**src/rtl/mips_pkg.sv**
```systemverilog
// Shared types for the boot-load path into data_memory.
// Loader FSM encoding and byte/word geometry.
package mips_pkg;

  typedef enum logic [1:0] {
    IDLE,
    ACCEPT,
    EMIT,
    DONE
  } loader_state_t;

  localparam int WORD_BYTES = 4;
  localparam int BYTE_W     = 8;
  localparam int WORD_W     = WORD_BYTES * BYTE_W;

endpackage

```
**src/rtl/memory_loader_serializer.sv**
```systemverilog
// Word-to-byte serialiser for the boot loader.
// Shift register plus byte index with selectable endianness.
module word_serializer
  import mips_pkg::*;
#(
  parameter bit BIG_ENDIAN = 1'b1
) (
  input  logic              clk,
  input  logic              rst_n,
  input  logic              load_word,
  input  logic              advance,
  input  logic [WORD_W-1:0] data,
  output logic [BYTE_W-1:0] data_byte,
  output logic              last
);

  logic [WORD_W-1:0] sr;
  logic [1:0]        idx;

  always_ff @(posedge clk or negedge rst_n) begin
    if (!rst_n) begin
      sr  <= '0;
      idx <= '0;
    end else if (load_word) begin
      sr  <= data;
      idx <= '0;
    end else if (advance) begin
      // The outgoing byte always sits at the head of the register.
      if (BIG_ENDIAN)
        sr <= {sr[WORD_W-BYTE_W-1:0], {BYTE_W{1'b0}}};
      else
        sr <= {{BYTE_W{1'b0}}, sr[WORD_W-1:BYTE_W]};
      idx <= idx + 2'd1;
    end
  end

  assign data_byte = BIG_ENDIAN ? sr[WORD_W-1 -: BYTE_W]
                                : sr[BYTE_W-1:0];
  assign last      = (idx == 2'(WORD_BYTES - 1));

endmodule

```
**src/rtl/memory_loader.sv**
```systemverilog
// Boot-load stage: streams host words into data_memory byte by byte
// and gates normal MEM accesses via ready once the image is written.
module memory_loader
  import mips_pkg::*;
#(
  parameter int MEM_BYTES  = 1024,
  parameter bit BIG_ENDIAN = 1'b1
) (
  input  logic        clk,
  input  logic        rst_n,
  input  logic        start,
  input  logic [8:0]  length,
  input  logic [31:0] in_word,
  input  logic        in_valid,
  output logic        in_ready,
  output logic        load,
  output logic [7:0]  store,
  output logic        ready,
  output logic        busy,
  output logic        done,
  output logic [9:0]  byte_cnt
);

  localparam int         MAX_WORDS = MEM_BYTES / WORD_BYTES;
  localparam logic [8:0] MAX_W     = 9'(MAX_WORDS);
  localparam logic [9:0] BYTE_LAST = 10'(MEM_BYTES - 1);

  loader_state_t state;
  logic [8:0]    target;
  logic [8:0]    word_cnt;
  logic [8:0]    start_target;
  logic [8:0]    word_nxt;
  logic [7:0]    ser_byte;
  logic          ser_last;
  logic          take;

  assign start_target = (length > MAX_W) ? MAX_W : length;
  assign word_nxt     = word_cnt + 9'd1;
  assign take         = (state == ACCEPT) && in_valid && in_ready;

  word_serializer #(
    .BIG_ENDIAN(BIG_ENDIAN)
  ) u_ser (
    .clk      (clk),
    .rst_n    (rst_n),
    .load_word(take),
    .advance  (state == EMIT),
    .data     (in_word),
    .data_byte(ser_byte),
    .last     (ser_last)
  );

  // Byte lane is quiet whenever no write strobe is presented.
  assign store = load ? ser_byte : 8'h00;

  always_ff @(posedge clk or negedge rst_n) begin
    if (!rst_n) begin
      state    <= IDLE;
      target   <= '0;
      word_cnt <= '0;
      in_ready <= 1'b0;
      load     <= 1'b0;
      ready    <= 1'b0;
      busy     <= 1'b0;
      done     <= 1'b0;
      byte_cnt <= '0;
    end else begin
      done <= 1'b0;
      unique case (state)
        IDLE, DONE: begin
          if (start) begin
            target   <= start_target;
            word_cnt <= '0;
            byte_cnt <= '0;
            if (start_target == '0) begin
              state <= DONE;
              ready <= 1'b1;
              done  <= 1'b1;
            end else begin
              state    <= ACCEPT;
              ready    <= 1'b0;
              in_ready <= 1'b1;
              busy     <= 1'b1;
            end
          end
        end
        ACCEPT: begin
          if (in_valid) begin
            state    <= EMIT;
            in_ready <= 1'b0;
            load     <= 1'b1;
          end
        end
        EMIT: begin
          byte_cnt <= (byte_cnt == BYTE_LAST) ? '0
                                              : byte_cnt + 10'd1;
          if (ser_last) begin
            load     <= 1'b0;
            word_cnt <= word_nxt;
            if (word_nxt == target) begin
              state <= DONE;
              busy  <= 1'b0;
              ready <= 1'b1;
              done  <= 1'b1;
            end else begin
              state    <= ACCEPT;
              in_ready <= 1'b1;
            end
          end
        end
        default: state <= IDLE;
      endcase
    end
  end

endmodule

```
**config.mk**
```make
export PLATFORM = sky130hd
export DESIGN_NAME = memory_loader
export DESIGN_NICKNAME = d
export VERILOG_FILES = /design/src/rtl/mips_pkg.sv /design/src/rtl/memory_loader_serializer.sv /design/src/rtl/memory_loader.sv
export SDC_FILE = /design/constraint.sdc
export NUM_CORES = 1
export LEC_CHECK = 0
export BUFFER_PORTS_ARGS = -buffer_cell sky130_fd_sc_hd__buf_2
export CAP_MARGIN = 20
export CORE_MARGIN = 4
export CORE_UTILIZATION = 50
export DETAILED_ROUTE_END_ITERATION = 8
export GPL_TIMING_DRIVEN = 0
export PLACE_DENSITY = 0.73
export SLEW_MARGIN = 30
export SYNTH_ARGS = -nofsm -noshare
export SYNTH_HDL_FRONTEND = slang
export SYNTH_SLANG_ARGS = --single-unit
```
**constraint.sdc**
```tcl
create_clock -name clk -period 3.95 [get_ports clk]
set_input_delay 0.395 -clock clk [delete_from_list [all_inputs] [get_ports clk]]
set_output_delay 0.395 -clock clk [all_outputs]
set_load 0.1 [all_outputs]
```
# --- Word-level counts from Yosys, hierarchy flattened ---
# Index checks and enable logic that the tools add are counted.
# W data, S select, Z words.
totals:
  in_bits: 45
  output_inout_bits: 23
  rom_bits: 0
  mem_count: 0
  register_bits: 69
  ramBits: 0
  latch_bits: 0
op_classes:
  n_mux: 39
  n_bitwise: 0
  reduce_logical: 16
  multipliers: 0
  n_eq_ne: 12
  addsub: 3
  order_cmp: 1
  div_mod_pow: 0
  shift: 0
op_table:
  columns: ["op", "count"]
  rows:
  - ["$mux W32", 2]
  - ["$mux W9", 3]
  - ["$mux W10", 2]
  - ["$pmux W10 S2", 1]
  - ["$pmux W9 S2", 1]
  - ["$mux W1", 16]
  - ["$mux W2", 7]
  - ["$ne A2 B2 Y1 const B", 6]
  - ["$add A10 B1 Y10 const B", 1]
  - ["$eq A10 B10 Y1 const B", 1]
  - ["$reduce_and A5 Y1", 2]
  - ["$add A9 B1 Y9 const B", 1]
  - ["$eq A9 B9 Y1", 1]
  - ["$gt A9 B9 Y1 const B", 1]
  - ["$logic_not A9 Y1", 1]
  - ["$reduce_and A3 Y1", 3]
  - ["$mux W8", 1]
  - ["$pmux W1 S2", 4]
  - ["$eq A2 B2 Y1 const B", 3]
  - ["$pmux W2 S3", 1]
  - ["$reduce_bool A2 Y1", 3]
  - ["$reduce_and A2 Y1", 2]
  - ["$reduce_and A4 Y1", 1]
  - ["$pmux W1 S3", 1]
  - ["5 further kinds", 6]

# --- Depth between registers and ports, before layout ---
# Gate-level depths: netlist of run 1.
depth:
  ltp_word: 6
  mapped_depth: 10

# --- Cells and area by module ---
# Synthesis of run 1 repeated with hierarchy kept, for this count alone.
hier_totals:
  hier_cells: 398
  area_unflattened_um2: 3766.1
by_module_without_submodules:
  columns: ["mod", "cells_per_inst", "area_each_um2", "seq_area_each_um2", "instances"]
  rows:
  - ["memory_loader", 244, 2148.3, 875.8, 1]
  - ["word_serializer", 154, 1617.8, 850.8, 1]

# --- Worst setup path before layout of run 1 ---
# Ideal clock, no wire load.
synth_path:
  kind: "register to register"
  start: "register byte_cnt[0]"
  end: "register byte_cnt[3]"
  t_arrival_ps: 2269
  stages_incl_launch_ff: 8
  path_buffers: 0
  setup_ps: 163
  path_slack_ps: 1517
  required_ps: 3787
  path_cell_list: "dfrtp_1 -> ha_1 -> and3_1 -> nand4_1 -> o21a_1 -> and2_1 -> o21ai_0 -> o31ai_1"
synth_via:
  elab_chain_len: 3
  word_cells_on_any_way: 4
synth_lines:
  columns: ["element", "line", "rtl"]
  rows:
  - ["start, declared", "memory_loader.sv:21", "output logic [9:0] byte_cnt"]
  - ["start signal, assigned", "memory_loader.sv:95", "byte_cnt <= (byte_cnt == BYTE_LAST) ? '0"]
  - ["$add A10 B1 Y10 / $eq A10 B10 Y1 (equally long branches)", "memory_loader.sv:96, memory_loader.sv:95", null]
  - ["$mux W10 (*)", "memory_loader.sv:95", null]
  - ["$pmux W10 S2 (*)", "memory_loader.sv:69", "unique case (state)"]
# Every way passes the cells marked *; elsewhere a longest branch is shown, timed or not.
# A chain may end at the register's enable or synchronous reset.

# --- Worst setup path after layout of run 1 ---
layout_path:
  start: "register state[0]"
  end: "register word_cnt[7]"
layout_via:
  elab_chain_len: 4
  word_cells_on_any_way: 9
layout_lines:
  columns: ["element", "line", "rtl"]
  rows:
  - ["start, declared", "memory_loader.sv:28", "loader_state_t state;"]
  - ["start signal, assigned", "memory_loader.sv:58", "state <= IDLE;"]
  - ["start signal, assigned", "memory_loader.sv:76", "state <= DONE;"]
  - ["start signal, assigned", "memory_loader.sv:80", "state <= ACCEPT;"]
  - ["$eq A2 B2 Y1 / $logic_not A2 Y1 (equally long branches)", "memory_loader.sv:69", null]
  - ["$reduce_or A2 Y1", "memory_loader.sv:69", null]
  - ["$ne A2 B2 Y1 (no line) / $reduce_bool A2 Y1 (equally long branches)", null, null]
  - ["$reduce_and A3 Y1 (no line)", null, null]
  - ["end signal, assigned", "memory_loader.sv:99", "word_cnt <= word_nxt;"]
  - ["end, declared", "memory_loader.sv:30", "logic [8:0] word_cnt;"]
# Parallel ways exist; a longest one is shown, timed or not.

==> results.py, run 1 <==
metrics = {
    "timing": {
        "fmax_mhz": 399,
        "setup_viol": 0,
        "fin_crit_ns": 2.51,
        "worst_slack_ns": 1.44,
        "drv_slew": 0,
        "skew_ns": 0.00936,
        "slew_headroom": 0.480,
        "setup_tns_ns": 0,
        "whs_ns": 0.241,
        "hold_viol_final": 0,
        "rsz0062_at_grt": "false",
        "period_share": 0.635,
        "worst_pin_slew_ns": 0.779,
    },
    "synthesis": {
        "synth_top_cell_area_share": 0.474,
        "synth.area.top_cells": "dfrtp_1, o21ai_0, mux2i_1",
        "netlist_area_sq_um": 3640,
        "synthCells": 394,
        "synth-main-ff-cell": "dfrtp_1",
        "synth.avg_cell_area_sq_um": 9.24,
        "synth_most_common_cell": "dfrtp_1",
        "yosysTopAreaCell": "dfrtp_1",
        "async_flop_share": 1.00,
        "ys_seq_elements": 69,
        "synth_commonest_cells": "dfrtp_1, o21ai_0, nand2_1",
        "ys_seq_area_frac": 0.474,
        "postSynthNetCount": 445,
        "synth_cell_types": 44,
        "yosysWarnings": 0,
        "synth_edf_count": 0,
    },
    "global_route": {
        "grt_pass1_wl_um": 14500,
        "grt_overflow": 0,
        "first_global_vias": 3113,
        "grt_max_degree": 38,
        "antenna_found_initial": 0,
        "grt.total_usage": 0.208,
    },
    "drt": {
        "drc_errors": 0,
        "dr.pass1.iters": 4,
        "wl_per_cell_um": 15.1,
        "postRouteAntennaNets": 0,
        "wl_um": 8700,
        "drt_iter0_markers": 203,
        "vias": 3202,
        "via_per_inst": 5.58,
    },
    "setup_path": {
        "crit_family": "buffers and inverters",
        "arrival_ns": 2.74,
        "path_cells": "inv_1 -> ha_1 -> buf_2 -> clkinv_1 -> o21a_1 -> nand2_1 -> clkbuf_1 -> a21oi_1 -> o21ai_0 -> o41ai_1",
        "cp_slowest_cell": "dfrtp_1",
        "cp-startpoint": "state[0]",
        "slowest_delay_ns": 0.43,
        "worst-path-buf-inv": 4,
        "crit_path_start_kind": "flop",
        "worstPathRequired_ns": 4.18,
        "r2r-start": "state[0]",
        "endpoint_kind": "flop",
        "cp_max_fo": 10,
        "worstSetupPathType": "flop to flop",
    },
    "pwr": {
        "p_leak_nw": 1.96,
        "p_int_mw": 1.76,
        "p_per_area_nw_per_um2": 769,
        "p_sw_mw": 1.58,
        "switching_share": 0.472,
        "clkPwrFrac": 0.196,
        "pwr-share-comb": 0.470,
        "vdd_drop_max_mv": 0.707,
        "power_frac_seq": 0.335,
    },
    "flow_run": {
        "drv_cap": 0,
    },
    "clock_tree": {
        "clkLatencyLatePin_ns": 0.35,
        "clkSinkCount": 69,
        "cts-hold-fix-buffers": 1,
        "cts_root_buffer": "clkbuf_8",
        "cts_tree": "done",
        "cts_buffers": 9,
        "post-cts-setup-buffers": 0,
        "cts.clk_slew.worst_paths_ns": 0.08,
        "ctsResizeCount": 0,
        "clock_path_buffers": 2,
        "h-tree-depth": 3,
    },
    "die": {
        "die_x_um": 93.3,
        "fp.dieH_um": 93.3,
        "ios": 68,
        "design.die.area_sq_um": 8710,
        "coreArea_sq_um": 6940,
        "initial_utilization": 0.524,
        "rows": 30,
    },
    "layout": {
        "n_antenna_cell": 0,
        "area_delta_synth_final_pct": 19.4,
        "fin_nets": 524,
        "drive_above_1_share": 0.190,
    },
    "min_path": {
        "hp-start": "in_word[6]",
        "hold_path_class": "input port to flop",
    },
    "place": {
        "io_buffers": 66,
        "hpwl_um": 6250,
        "post-place-ws_ns": 1.52,
        "gp_congestion": 0.864,
    },
    "outcome": {
        "status": "finished, final reports clean",
    },
}
sequential cells by signal, indices dropped and copies added, names as in the netlist:
name and flops:
byte_cnt 10, u_ser.idx 2, ready 1, u_ser.sr 32, state 2, target 9
done 1, in_ready 1, word_cnt 9, busy 1, load 1
worst register-to-register path, stage by stage (launching register included):
cell      delay [ns]
dfrtp_1         0.43
inv_1           0.07
ha_1            0.13
buf_2           0.21
clkinv_1        0.30
o21a_1          0.37
nand2_1         0.16
clkbuf_1        0.36
a21oi_1         0.07
o21ai_0         0.18
o41ai_1         0.10
logic make-up (layout without fill, tap and decap cells):
group	Yosys count	after routing	share of synthesized area
buffers and inverters	30	114	0.0340
DFF	69	69	0.474
xor gates and xnor gates	13	13	0.0354
adders and majority gates	6	6	0.0206
and+or+nand+nor	141	141	0.179
muxes	28	28	0.0773
AOI/OAI and AO/OA	107	107	0.180
worst paths after layout:
| kind | depth (start not counted) | slack (ns) | endpoint |
|---|---|---|---|
| worst min register to register | 2 | 0.51 | target[5] |
| worst max register to register | 10 | 1.44 | word_cnt[7] |
| worst min-delay path | 3 | 0.24 | u_ser.sr[6] |
| worst max-delay path | 10 | 1.44 | word_cnt[7] |
| min in group asynchronous | 2 | 0.53 | word_cnt[6] |
| max in group asynchronous | 3 | 2.88 | u_ser.sr[29] |
metal layers:
layer  track usage  part of all wire  routed length, um  vias to the layer above
met3        0.0386             0.057                495                       13
li1              -                 -                  -                     1550
met2         0.323              0.47               4050                       93
met4        0.0818             0.016                140                        0
met5             0                 0                  0                        -
met1         0.287              0.46               4010                     1546
metrics by stage:
stage	total power, mW	area (sq um)	cells	utilization
global route	3.57	4350	574	0.626
finish	3.34	4350	574	0.626
floorplan	2.33	3640	394	-
detailed placement	2.69	4110	557	0.592
global placement	2.64	4090	556	0.589
CTS	3.35	4350	574	0.626
cell type report:
| type | count | area, sq um |
|---|---|---|
| Clock inverter | 7 | 98.8 |
| Buffer | 22 | 93.8 |
| Timing Repair Buffer | 68 | 363 |
| Sequential cell | 69 | 1730 |
| Multi-Input combinational cell | 295 | 1790 |
| Clock buffer | 9 | 124 |
| Tap cell | 96 | 120 |
| Inverter | 8 | 30.0 |
| Fill cell | 604 | 2600 |
cells in the final DEF, fill, tap and decap left out, drive strengths merged, types with 2 or more instances in the layout:
cell      n
mux2i    27
clkbuf   24
clkinv    4
o2111ai   2
xnor2     7
nor3      6
nor2     24
a21oi     6
and2     11
o21ai    69
bufinv    2
and3      6
xor2      5
nand2    63
and4      2
nor4      4
o41ai     3
nand3     9
a22o      3
nand4     2
o31ai     6
buf      74
o21a      3
dfrtp    69
nand2b   13
a311oi    2
ha        6
inv       8
a31oi     4
power by group through the flow:
stage	Combinational (mW)	Sequential, mW	Clock [mW]
floorplan	1.11	1.22	0
global placement	1.52	1.12	0
detailed placement	1.56	1.13	0
CTS	1.57	1.12	0.661
global route	1.72	1.15	0.696
finish	1.57	1.12	0.654
No activity file was read; power rests on OpenSTA's default activity.
==> run 2, diff against run 1 <==
--- a/config.mk
+++ b/config.mk
@@ -11,7 +11,7 @@
 export CORE_UTILIZATION = 50
 export DETAILED_ROUTE_END_ITERATION = 8
 export GPL_TIMING_DRIVEN = 0
-export PLACE_DENSITY = 0.73
+export PLACE_DENSITY = 0.76
 export SLEW_MARGIN = 30
 export SYNTH_ARGS = -nofsm -noshare
 export SYNTH_HDL_FRONTEND = slang
==> constraint.sdc (replaced) <==
create_clock -name clk -period 2 [get_ports clk]
set_input_delay 0.2 -clock clk [delete_from_list [all_inputs] [get_ports clk]]
set_output_delay 0.2 -clock clk [all_outputs]
set_load 0.1 [all_outputs]
==> results.py, run 2 (same netlist as run 1, synthesis figures left out) <==
metrics = {
    "outcome": {
        "status": "finished with violations",
        "violations": "setup timing",
    },
    "clock_tree": {
        "h-tree-depth": 3,
        "clkLatencyLatePin_ns": 0.35,
        "clock_path_buffers": 2,
        "clkSinkCount": 69,
        "cts_root_buffer": "clkbuf_8",
        "cts_buffers": 9,
        "cts_tree": "done",
        "cts.clk_slew.worst_paths_ns": 0.08,
    },
    "timing": {
        "hold_viol_final": 0,
        "fin_crit_ns": 2.05,
        "slew_headroom": 0.481,
        "fmax_mhz": 488,
        "skew_ns": 0.00846,
        "worst_pin_slew_ns": 0.778,
        "whs_ns": 0.0507,
        "drv_slew": 0,
        "period_share": 1.03,
        "worst_slack_ns": -0.0509,
        "setup_viol": 4,
        "rsz0062_at_grt": "true",
    },
    "drt": {
        "dr.pass1.iters": 4,
        "drc_errors": 0,
        "via_per_inst": 5.48,
        "vias": 3169,
        "drt_iter0_markers": 156,
        "wl_per_cell_um": 15.9,
        "wl_um": 9210,
        "postRouteAntennaNets": 0,
    },
    "die": {
        "coreArea_sq_um": 6940,
        "fp.dieH_um": 93.3,
        "initial_utilization": 0.524,
        "design.die.area_sq_um": 8710,
        "ios": 68,
        "die_x_um": 93.3,
        "rows": 30,
    },
    "layout": {
        "largest_reg_flops": 32,
        "final_core_util": 0.658,
        "n_antenna_cell": 0,
        "final_cells": 578,
        "fin_area_sq_um": 4570,
        "top_register": "u_ser.sr",
        "largestRegisters": "u_ser.sr x32, byte_cnt x10",
        "fin_nets": 528,
        "drive_above_1_share": 0.299,
        "area_delta_synth_final_pct": 25.6,
        "final_cell_mix": "buf_2, o21ai_0, nand2_1",
    },
    "global_route": {
        "antenna_found_initial": 0,
        "grt_max_degree": 36,
        "first_global_vias": 3147,
        "grt_overflow": 0,
        "grt_pass1_wl_um": 15000,
        "grt.total_usage": 0.218,
    },
    "place": {
        "post_dp_cell_area_sq_um": 4150,
        "io_buffers": 66,
        "gp_congestion": 0.892,
        "hpwl_um": 6350,
        "post-place-ws_ns": -0.403,
        "place_inst": 557,
    },
    "setup_path": {
        "worstSetupPathType": "flop to flop",
        "crit_path_start_kind": "flop",
        "worstPathRequired_ns": 2.23,
        "cp_max_fo": 7,
        "r2r-start": "word_cnt[0]",
        "cp-startpoint": "word_cnt[0]",
        "arrival_ns": 2.28,
        "endpoint_kind": "flop",
    },
    "pwr": {
        "switching_share": 0.472,
        "clkPwrFrac": 0.172,
        "p_per_area_nw_per_um2": 1500,
        "p_int_mw": 3.61,
        "pwr-share-comb": 0.502,
        "p_leak_nw": 2.02,
        "power_frac_seq": 0.326,
        "vdd_drop_max_mv": 1.23,
        "p_sw_mw": 3.23,
    },
    "flow_run": {
        "drv_cap": 0,
    },
    "min_path": {
        "hold_path_class": "input port to flop",
        "hp-start": "in_word[0]",
    },
}
==> run 2: cell types whose count changed in the layout (fill, tap and decap cells not counted), moves of 4 or more <==
cell,delta
clkbuf_1,-8
dfrtp_1,-8
and2_1,-8
and2_2,+8
clkbuf_2,+4
buf_4,+9
dfrtp_2,+6
==> run 2: power by group through the flow <==
stage                     logic, mW  clock network [mW]  registers, mW
after floorplan                2.23                   0           2.43
after global placement         3.03                   0           2.22
after detailed placement       3.12                   0           2.24
after CTS                      3.34                1.17           2.22
after global routing           3.72                1.26           2.29
final                          3.44                1.17           2.23
==> run 2: path summary, 6_finish.rpt <==
check                              endpoint  slack, ns  cells past startpoint
worst max-delay path               in_ready      -0.05                      7
worst min-delay path            u_ser.sr[0]       0.05                      3
worst max register to register     in_ready      -0.05                      7
worst min register to register    target[0]       0.51                      2
max in group asynchronous       word_cnt[1]       1.11                      3
min in group asynchronous       word_cnt[6]       0.33                      2
==> run 2: through the flow <==
step | TNS (ns) | power [mW]
global placement | -3.25 | 5.26
floorplan | 0 | 4.66
detailed placement | -4.36 | 5.36
CTS | 0 | 6.73
global route | -0.736 | 7.27
finish | -0.141 | 6.84
==> run 2: worst max-delay path, stage by stage (launching register included) <==
cell	delay (ns)
dfrtp_2	0.47
ha_4	0.20
and2_1	0.22
a21oi_1	0.24
o2111ai_2	0.19
a221oi_4	0.35
buf_4	0.19
o31ai_1	0.07
==> run 2: final cells by class <==
class / count / area, sq um
plain buffers: 18 / 92.6
clock buffers: 10 / 138
clock inverters: 6 / 61.3
fillers: 570 / 2370
inverters: 8 / 35.0
multi-input cells: 295 / 1960
flip-flops and latches: 69 / 1740
well taps: 96 / 120
repair buffers: 76 / 423
==> run 2: layer usage <==
metal / GRT usage / vias to the layer above / part of all wire
met1: 0.298 / 1519 / 0.45
met4: 0.0745 / 0 / 0.017
met5: 0 / - / 0
met3: 0.0547 / 17 / 0.056
met2: 0.339 / 88 / 0.47
li1: - / 1545 / -
==> run 2: repair_timing <==
| item | CTS | global route |
|---|---|---|
| gates resized for setup | 27 | 20 |
| hold endpoints to repair | 34 | 0 |
| hold buffers | 1 | 0 |
| setup buffers | 8 | 0 |
| endpoints found under the setup margin | 48 | 50 |
| pin swaps | 5 | 5 |
